===== config.mk =====
export PLATFORM = sky130hd
export DESIGN_NAME = fbcpu_mem_loader_flat
export DESIGN_NICKNAME = d
export VERILOG_FILES = /design/src/rtl/fbcpu_mem_loader_if.sv /design/src/rtl/fbcpu_mem_loader.sv /design/src/flat_wrapper.sv
export SDC_FILE = /design/constraint.sdc
export NUM_CORES = 1
export LEC_CHECK = 0
export BUFFER_PORTS_ARGS = -buffer_cell sky130_fd_sc_hd__buf_2
export CAP_MARGIN = 20
export CORE_MARGIN = 5
export CORE_UTILIZATION = 60
export CTS_CLUSTER_DIAMETER = 80
export CTS_CLUSTER_SIZE = 12
export DETAILED_ROUTE_END_ITERATION = 6
export HOLD_SLACK_MARGIN = 0.03
export PLACE_DENSITY = 0.8
export SYNTH_ARGS = -nofsm -noshare
export SYNTH_HDL_FRONTEND = slang
export SYNTH_SLANG_ARGS = --single-unit

===== constraint.sdc =====
create_clock -name clk -period 3.77 [get_ports clk]
set_input_delay 0.754 -clock clk [delete_from_list [all_inputs] [get_ports clk]]
set_output_delay 0.754 -clock clk [all_outputs]
set_load 0.05 [all_outputs]

===== src/rtl/fbcpu_mem_loader_if.sv =====
// CPU memory bus plus program-loader stream for fbcpu_mem_loader.
// The memory block connects to the slave modport; the CPU/loader side uses master.
interface fbcpu_mem_loader_if #(
    parameter int unsigned ADDRESS_WIDTH = 6,
    parameter int unsigned DATA_WIDTH    = 10
);
    logic [ADDRESS_WIDTH-1:0] mar;
    logic                     ram_wr;
    logic [DATA_WIDTH-1:0]    mdr_in;
    logic [DATA_WIDTH-1:0]    mdr_out;
    logic                     cpu_rst;
    logic                     ld_valid;
    logic [DATA_WIDTH-1:0]    ld_data;
    logic                     ld_last;
    logic                     ld_ready;
    logic [ADDRESS_WIDTH:0]   ld_count;
    logic [DATA_WIDTH-1:0]    io_out;

    modport master (
        output mar, ram_wr, mdr_in, ld_valid, ld_data, ld_last,
        input  mdr_out, cpu_rst, ld_ready, ld_count, io_out
    );

    modport slave (
        input  mar, ram_wr, mdr_in, ld_valid, ld_data, ld_last,
        output mdr_out, cpu_rst, ld_ready, ld_count, io_out
    );
endinterface


===== src/rtl/fbcpu_mem_loader.sv =====
// FBCPU program memory: holds the CPU in reset while a program streams in, then serves it.
// Define FBCPU_MEM_IO_EN to map the top word address onto the io_out register.
module fbcpu_mem_loader #(
    parameter int unsigned ADDRESS_WIDTH = 6,
    parameter int unsigned DATA_WIDTH    = 10
) (
    input logic              clk,
    input logic              rst,
    fbcpu_mem_loader_if.slave bus
);
    localparam int unsigned              Depth    = 2 ** ADDRESS_WIDTH;
    localparam logic [ADDRESS_WIDTH-1:0] TopAddr  = '1;
    localparam logic [ADDRESS_WIDTH:0]   CountOne = 1;

    typedef enum logic [0:0] {StLoad, StRun} state_e;

    state_e                   state_q;
    logic [ADDRESS_WIDTH:0]   count_q;
    logic [DATA_WIDTH-1:0]    mdr_q;
    logic [DATA_WIDTH-1:0]    mem [Depth];

    logic                     in_load;
    logic                     xfer;
    logic                     last_xfer;
    logic                     cpu_wr;
    logic                     io_hit;
    logic                     mem_we;
    logic [ADDRESS_WIDTH-1:0] wr_addr;
    logic [DATA_WIDTH-1:0]    wr_data;
    logic [DATA_WIDTH-1:0]    rd_word;

    assign in_load   = (state_q == StLoad);
    assign xfer      = in_load && bus.ld_valid;
    // Filling the last address ends the load even without ld_last.
    assign last_xfer = xfer && (bus.ld_last || (count_q[ADDRESS_WIDTH-1:0] == TopAddr));
    assign cpu_wr    = !in_load && bus.ram_wr;

`ifdef FBCPU_MEM_IO_EN
    logic [DATA_WIDTH-1:0] io_q;

    assign io_hit  = (bus.mar == TopAddr);
    assign rd_word = io_hit ? io_q : mem[bus.mar];

    always_ff @(posedge clk) begin
        if (rst) begin
            io_q <= '0;
        end else if (cpu_wr && io_hit) begin
            io_q <= bus.mdr_in;
        end
    end

    assign bus.io_out = io_q;
`else
    assign io_hit     = 1'b0;
    assign rd_word    = mem[bus.mar];
    assign bus.io_out = '0;
`endif

    always_comb begin
        mem_we  = 1'b0;
        wr_addr = bus.mar;
        wr_data = bus.mdr_in;
        if (!rst) begin
            if (xfer) begin
                mem_we  = 1'b1;
                wr_addr = count_q[ADDRESS_WIDTH-1:0];
                wr_data = bus.ld_data;
            end else if (cpu_wr && !io_hit) begin
                mem_we = 1'b1;
            end
        end
    end

    // Contents are never cleared so a partial reload keeps the older words.
    always_ff @(posedge clk) begin
        if (mem_we) begin
            mem[wr_addr] <= wr_data;
        end
    end

    always_ff @(posedge clk) begin
        if (rst) begin
            state_q <= StLoad;
            count_q <= '0;
            mdr_q   <= '0;
        end else begin
            unique case (state_q)
                StLoad: begin
                    mdr_q <= '0;
                    if (xfer) begin
                        count_q <= count_q + CountOne;
                        if (last_xfer) begin
                            state_q <= StRun;
                        end
                    end
                end
                StRun: begin
                    mdr_q <= rd_word;
                end
            endcase
        end
    end

    assign bus.mdr_out  = mdr_q;
    assign bus.cpu_rst  = in_load;
    assign bus.ld_ready = in_load;
    assign bus.ld_count = count_q;
endmodule


===== src/flat_wrapper.sv =====
// flat-port wrapper written by rule: the top's interface ports become plain ports
module fbcpu_mem_loader_flat 
#(
    parameter int unsigned ADDRESS_WIDTH = 6,
    parameter int unsigned DATA_WIDTH    = 10
)
  (clk, rst, bus_mar, bus_ram_wr, bus_mdr_in, bus_ld_valid, bus_ld_data, bus_ld_last, bus_mdr_out, bus_cpu_rst, bus_ld_ready, bus_ld_count, bus_io_out);
  fbcpu_mem_loader_if #(.ADDRESS_WIDTH(ADDRESS_WIDTH), .DATA_WIDTH(DATA_WIDTH)) bus_i ();
  input logic clk;
  input logic rst;
  input wire logic [$bits(bus_i.mar)-1:0] bus_mar;
  input wire logic [$bits(bus_i.ram_wr)-1:0] bus_ram_wr;
  input wire logic [$bits(bus_i.mdr_in)-1:0] bus_mdr_in;
  input wire logic [$bits(bus_i.ld_valid)-1:0] bus_ld_valid;
  input wire logic [$bits(bus_i.ld_data)-1:0] bus_ld_data;
  input wire logic [$bits(bus_i.ld_last)-1:0] bus_ld_last;
  output wire logic [$bits(bus_i.mdr_out)-1:0] bus_mdr_out;
  output wire logic [$bits(bus_i.cpu_rst)-1:0] bus_cpu_rst;
  output wire logic [$bits(bus_i.ld_ready)-1:0] bus_ld_ready;
  output wire logic [$bits(bus_i.ld_count)-1:0] bus_ld_count;
  output wire logic [$bits(bus_i.io_out)-1:0] bus_io_out;
  assign bus_i.mar = bus_mar;
  assign bus_i.ram_wr = bus_ram_wr;
  assign bus_i.mdr_in = bus_mdr_in;
  assign bus_i.ld_valid = bus_ld_valid;
  assign bus_i.ld_data = bus_ld_data;
  assign bus_i.ld_last = bus_ld_last;
  assign bus_mdr_out = bus_i.mdr_out;
  assign bus_cpu_rst = bus_i.cpu_rst;
  assign bus_ld_ready = bus_i.ld_ready;
  assign bus_ld_count = bus_i.ld_count;
  assign bus_io_out = bus_i.io_out;
  fbcpu_mem_loader #(.ADDRESS_WIDTH(ADDRESS_WIDTH), .DATA_WIDTH(DATA_WIDTH)) u_core (.clk(clk), .rst(rst), .bus(bus_i));
endmodule

## Yosys cells after proc, flatten, opt, wreduce, memory -nomap -nowiden

Memory sizes are Yosys's and may differ from the RTL's.
Index checks and enable logic that the tools add are counted.

- Register bits: 18
- Bits in latches: 0
- Memory bits (writable): 640
- ROM bits: 0
- Memories: 1

- Reductions and logical operators: 5
- Mux-type cells: 13
- Divide/modulo/power cells: 0
- Shift operators: 0
- Add/sub/neg operators: 1
- Bitwise gates (word level): 1
- Magnitude comparators: 0
- Eq/ne operators: 1
- Multipliers: 0

Memories:

| name | words | width | read ports | clocked after memory_dff | wr ports | RTL line | source |
|---|---|---|---|---|---|---|---|
| u_core.mem | 64 | 10 | 1 | 0 | 1 | fbcpu_mem_loader.sv:20 | `logic [DATA_WIDTH-1:0] mem [Depth];` |

Operator list:

| cell | count |
|---|---|
| 10-bit 2-to-1 mux | 2 |
| 10-bit case mux with 2 select lines | 1 |
| 6-bit 2-to-1 mux | 2 |
| 1-bit 2-to-1 mux | 8 |
| 7-bit by 1-bit adder with 7-bit output, second input constant | 1 |
| 6-bit == test, second input constant | 1 |
| 1-bit logical AND | 3 |
| 2-bit AND reduction | 1 |
| 1-bit logical OR | 1 |
| 1-bit NOT | 1 |

## Logic depth before layout (Yosys ltp)

- Depth in word-level cells: 6
- Gate-level depth with buffers: 9
- Depth with buffers taken out: 5

## Least setup slack after synthesis

Ideal clock, no wire load.

- Kind: input port to flip-flop
- Start: input port rst
- End: memory u_core.mem[0][0], data pin
- Setup slack: 0.806 ns
- Stages on the path: 6
- Library setup time: 0.356 ns
- Buffers on the path: 3
- Arrival time: 2.608 ns
- Cell sequence: clkbuf_1 -> nor3b_1 -> clkbuf_1 -> buf_1 -> nand2_1 -> nand2_1

- Word-level cells in the longest chain between the ends: 1

RTL lines:

| what | RTL line | source |
|---|---|---|
| start, declared | flat_wrapper.sv:10 | `input logic rst;` |
| 10-bit 2-to-1 mux | fbcpu_mem_loader.sv:63 | `if (!rst) begin` |
| via u_core.wr_data[0] | fbcpu_mem_loader.sv:29 | `logic [DATA_WIDTH-1:0] wr_data;` |
| end, declared | fbcpu_mem_loader.sv:20 |  |

The timed path passes the listed nets, and every way through them passes these cells.

## Final worst setup path

- Start: register u_core.state_q
- End: memory u_core.mem[46][8] (enable)

- Word-level cells in the longest chain between the ends: 6

RTL lines:

| what | RTL line | source |
|---|---|---|
| start, declared | fbcpu_mem_loader.sv:17 | `state_e state_q;` |
| start signal, assigned | fbcpu_mem_loader.sv:83 | `state_q <= StLoad;` |
| start signal, assigned | fbcpu_mem_loader.sv:93 | `state_q <= StRun;` |
| 1-bit logical AND or 1-bit NOT (tied branches) | -- |  |
| 1-bit 2-to-1 mux or 1-bit logical AND (tied branches) | fbcpu_mem_loader.sv:68, fbcpu_mem_loader.sv:33 |  |
| 1-bit 2-to-1 mux | fbcpu_mem_loader.sv:64 | `if (xfer) begin` |
| 1-bit 2-to-1 mux | fbcpu_mem_loader.sv:63 |  |
| 1-bit 2-to-1 mux | fbcpu_mem_loader.sv:76 | `if (mem_we) begin` |
| 1-bit 2-to-1 mux (implied by the code) | fbcpu_mem_loader.sv:77 | `mem[wr_addr] <= wr_data;` |

Parallel ways exist; a longest one is shown, timed or not.

==> qor.csv <==
metric,value,unit
vias_per_cell,6.75,
ios,60,
setup_viol,0,
fin_nets,1453,
synth_top_area_cell,edfxtp_1,
drive_gt1_share,27.6,%
die_h,217,um
status,completed,
final_common_cell,edfxtp_1,
finalCritPeriodShare,76.5,%
cts_hold_buf,0,
powerDensity,503,nW/um^2
drt_iter0_markers,1899,
critPathCaptureType,register,
num_rows,75,
yosysWarnings,0,
die_x,217,um
seq_area,19600,um^2
max_freq,0.347,GHz
netlist.area_leader.share,75.0,%
final_antenna_net_count,0,
fin_area,28900,um^2
cts_tree,done,
die_area,47000,um^2
gp_congestion,0.865,
clk_pin_slew,0.06,ns
ys_types,45,
min_period,2.89,ns
antenna_found_initial,0,
multiInputGateArea,5660,um^2
gr-usage-all-layers,26.1,%
dpl_cell_area,27100,um^2
dpl_worst_slack,0.464,ns
fill_cells,2474,
fin_tns_setup,0,ns
worst_slew_pin_slew,1.03,ns
synth-main-ff-cell,edfxtp_1,
critPathMaxFanout,12,
port_buffers,49,
grt_pass1_vias,13622,
crit_required,4.00,ns
cts.sinks,658,
cts_inserted_buffers,60,
critical_path_class,register to register,
drt_first_pass_iters,6,
grt_pass1_wl,90000,um
maxCapViolations,0,
hpwlAfterDp,37100,um
rsz0062_at_grt,false,
post_drt_wl_per_cell,30.1,um
critPathLaunchType,register,
hold_violations,0,
grt-ovfl-total,0,
slew_headroom,31.3,%
cts_root_buffer,clkbuf_16,
syn_to_final_growth,12.7,%
cts.path.max_buffers,3,
ys_seq_elements,658,
mostFrequentLayoutCells,"edfxtp_1, mux4_2, buf_4",
fin_ws,0.884,ns
h-tree-depth,2,
cts_setup_buffers,0,
synth_area,25600,um^2
synthTopCellsByArea,"edfxtp_1, mux4_2, nand2_1",
ctsResizeCount,0,
clock_latency,0.62,ns
drv_slew,0,
p_leak,9.35,nW
placeableCoreArea,42100,um^2
drc,0,
wirelength,60500,um
synth_edf_count,640,
syn_area_per_cell,20.3,um^2
diodes,0,
grt_start_max_net_pins,65,
async_flop_share,0,%
syn_inst,1264,
start_util,60.8,%
total_power,14.5,mW
hp-class,input pin to register,
fin_skew,0.0225,ns
vias,13587,
synth-seq-area-share,76.4,%
vdd_drop_max,0.443,mV
critPathArrivalTime,3.11,ns
==> cell type report <==
cell class              instances  share of cell area [%]
inverters                       5                  0.0650
clock inverters                 2                  0.0607
repair buffers                164                    4.16
multi-input cells             532                    19.6
flip-flops and latches        658                    67.8
well taps                     539                    2.34
clock buffers                 112                    5.98
==> Yosys cell counts, drive strengths merged, types with 6 or more instances <==
| master | count |
|---|---|
| nand3 | 20 |
| nor4 | 6 |
| mux2 | 6 |
| mux4 | 160 |
| o22ai | 31 |
| a31oi | 7 |
| a32oi | 8 |
| o21ai | 14 |
| buf | 48 |
| nand4 | 6 |
| a21oi | 9 |
| nand2 | 98 |
| edfxtp | 640 |
| a211oi | 6 |
| clkbuf | 30 |
| dfxtp | 18 |
| nor2 | 75 |
| mux2i | 25 |
==> critical path, stage by stage (launching register included) <==
cell     delay, ns
dfxtp_1       0.38
nor3b_2       0.25
buf_4         0.21
nand3_1       0.10
o21ai_0       0.16
nand2_1       0.35
buf_4         0.26
nor2_1        0.76
==> metal layers <==
layer  share of wire (%)  routed length (um)  up-vias  track usage [%]
li1                    -                   -     5484                -
met1                  36               21700     6948             36.0
met2                  49               29600      960             42.1
met3                  11                6440      195             5.32
met4                 4.6                2810        0             10.3
met5                   0                   0        -                0
==> power by group <==
part	total (mW)	switching, mW	leakage (nW)	internal (mW)
sequential	8.14	0.0136	5.91	8.12
clock	5.52	2.46	0.827	3.05
combinational	0.879	0.595	2.61	0.284
==> worst paths after layout <==
path                                        startpoint                endpoint  slack [ns]  cells past startpoint
worst min-delay path                      bus_ld_valid          u_core.state_q        0.46                      3
worst min register to register  u_core.bus.ld_count[6]  u_core.bus.ld_count[6]        0.49                      2
worst max register to register          u_core.state_q       u_core.mem[46][8]        0.88                      7
worst max-delay path                    u_core.state_q       u_core.mem[46][8]        0.88                      7
==> registers in the layout, summed over array words and instances (netlist names) <==
register             cells
u_core.state_q           1
u_core.bus.ld_count      7
u_core.bus.mdr_out      10
u_core.mem             640
==> through the flow <==
| step | std cells | utilization [%] | hold slack (ns) |
|---|---|---|---|
| CTS | 2011 | 68.5 | 0.430 |
| global placement | 1897 | 64.4 | 0.465 |
| finish | 2012 | 68.5 | 0.458 |
| floorplan | 1273 | - | 0.713 |
| global route | 2012 | 68.5 | 0.450 |
| detailed placement | 1897 | 64.4 | 0.478 |
==> kinds of logic after synthesis <==
group	after synthesis	share of synthesized area [%]
mux	191	15.3
buf+inv	83	1.79
simple gates	241	4.18
xor+xnor	3	0.103
compound gates	86	2.18
fa+ha+maj	1	0.0488
flops	658	76.4
other cells	1	0.0146
Note: power is estimated with default switching activity, not from simulation.
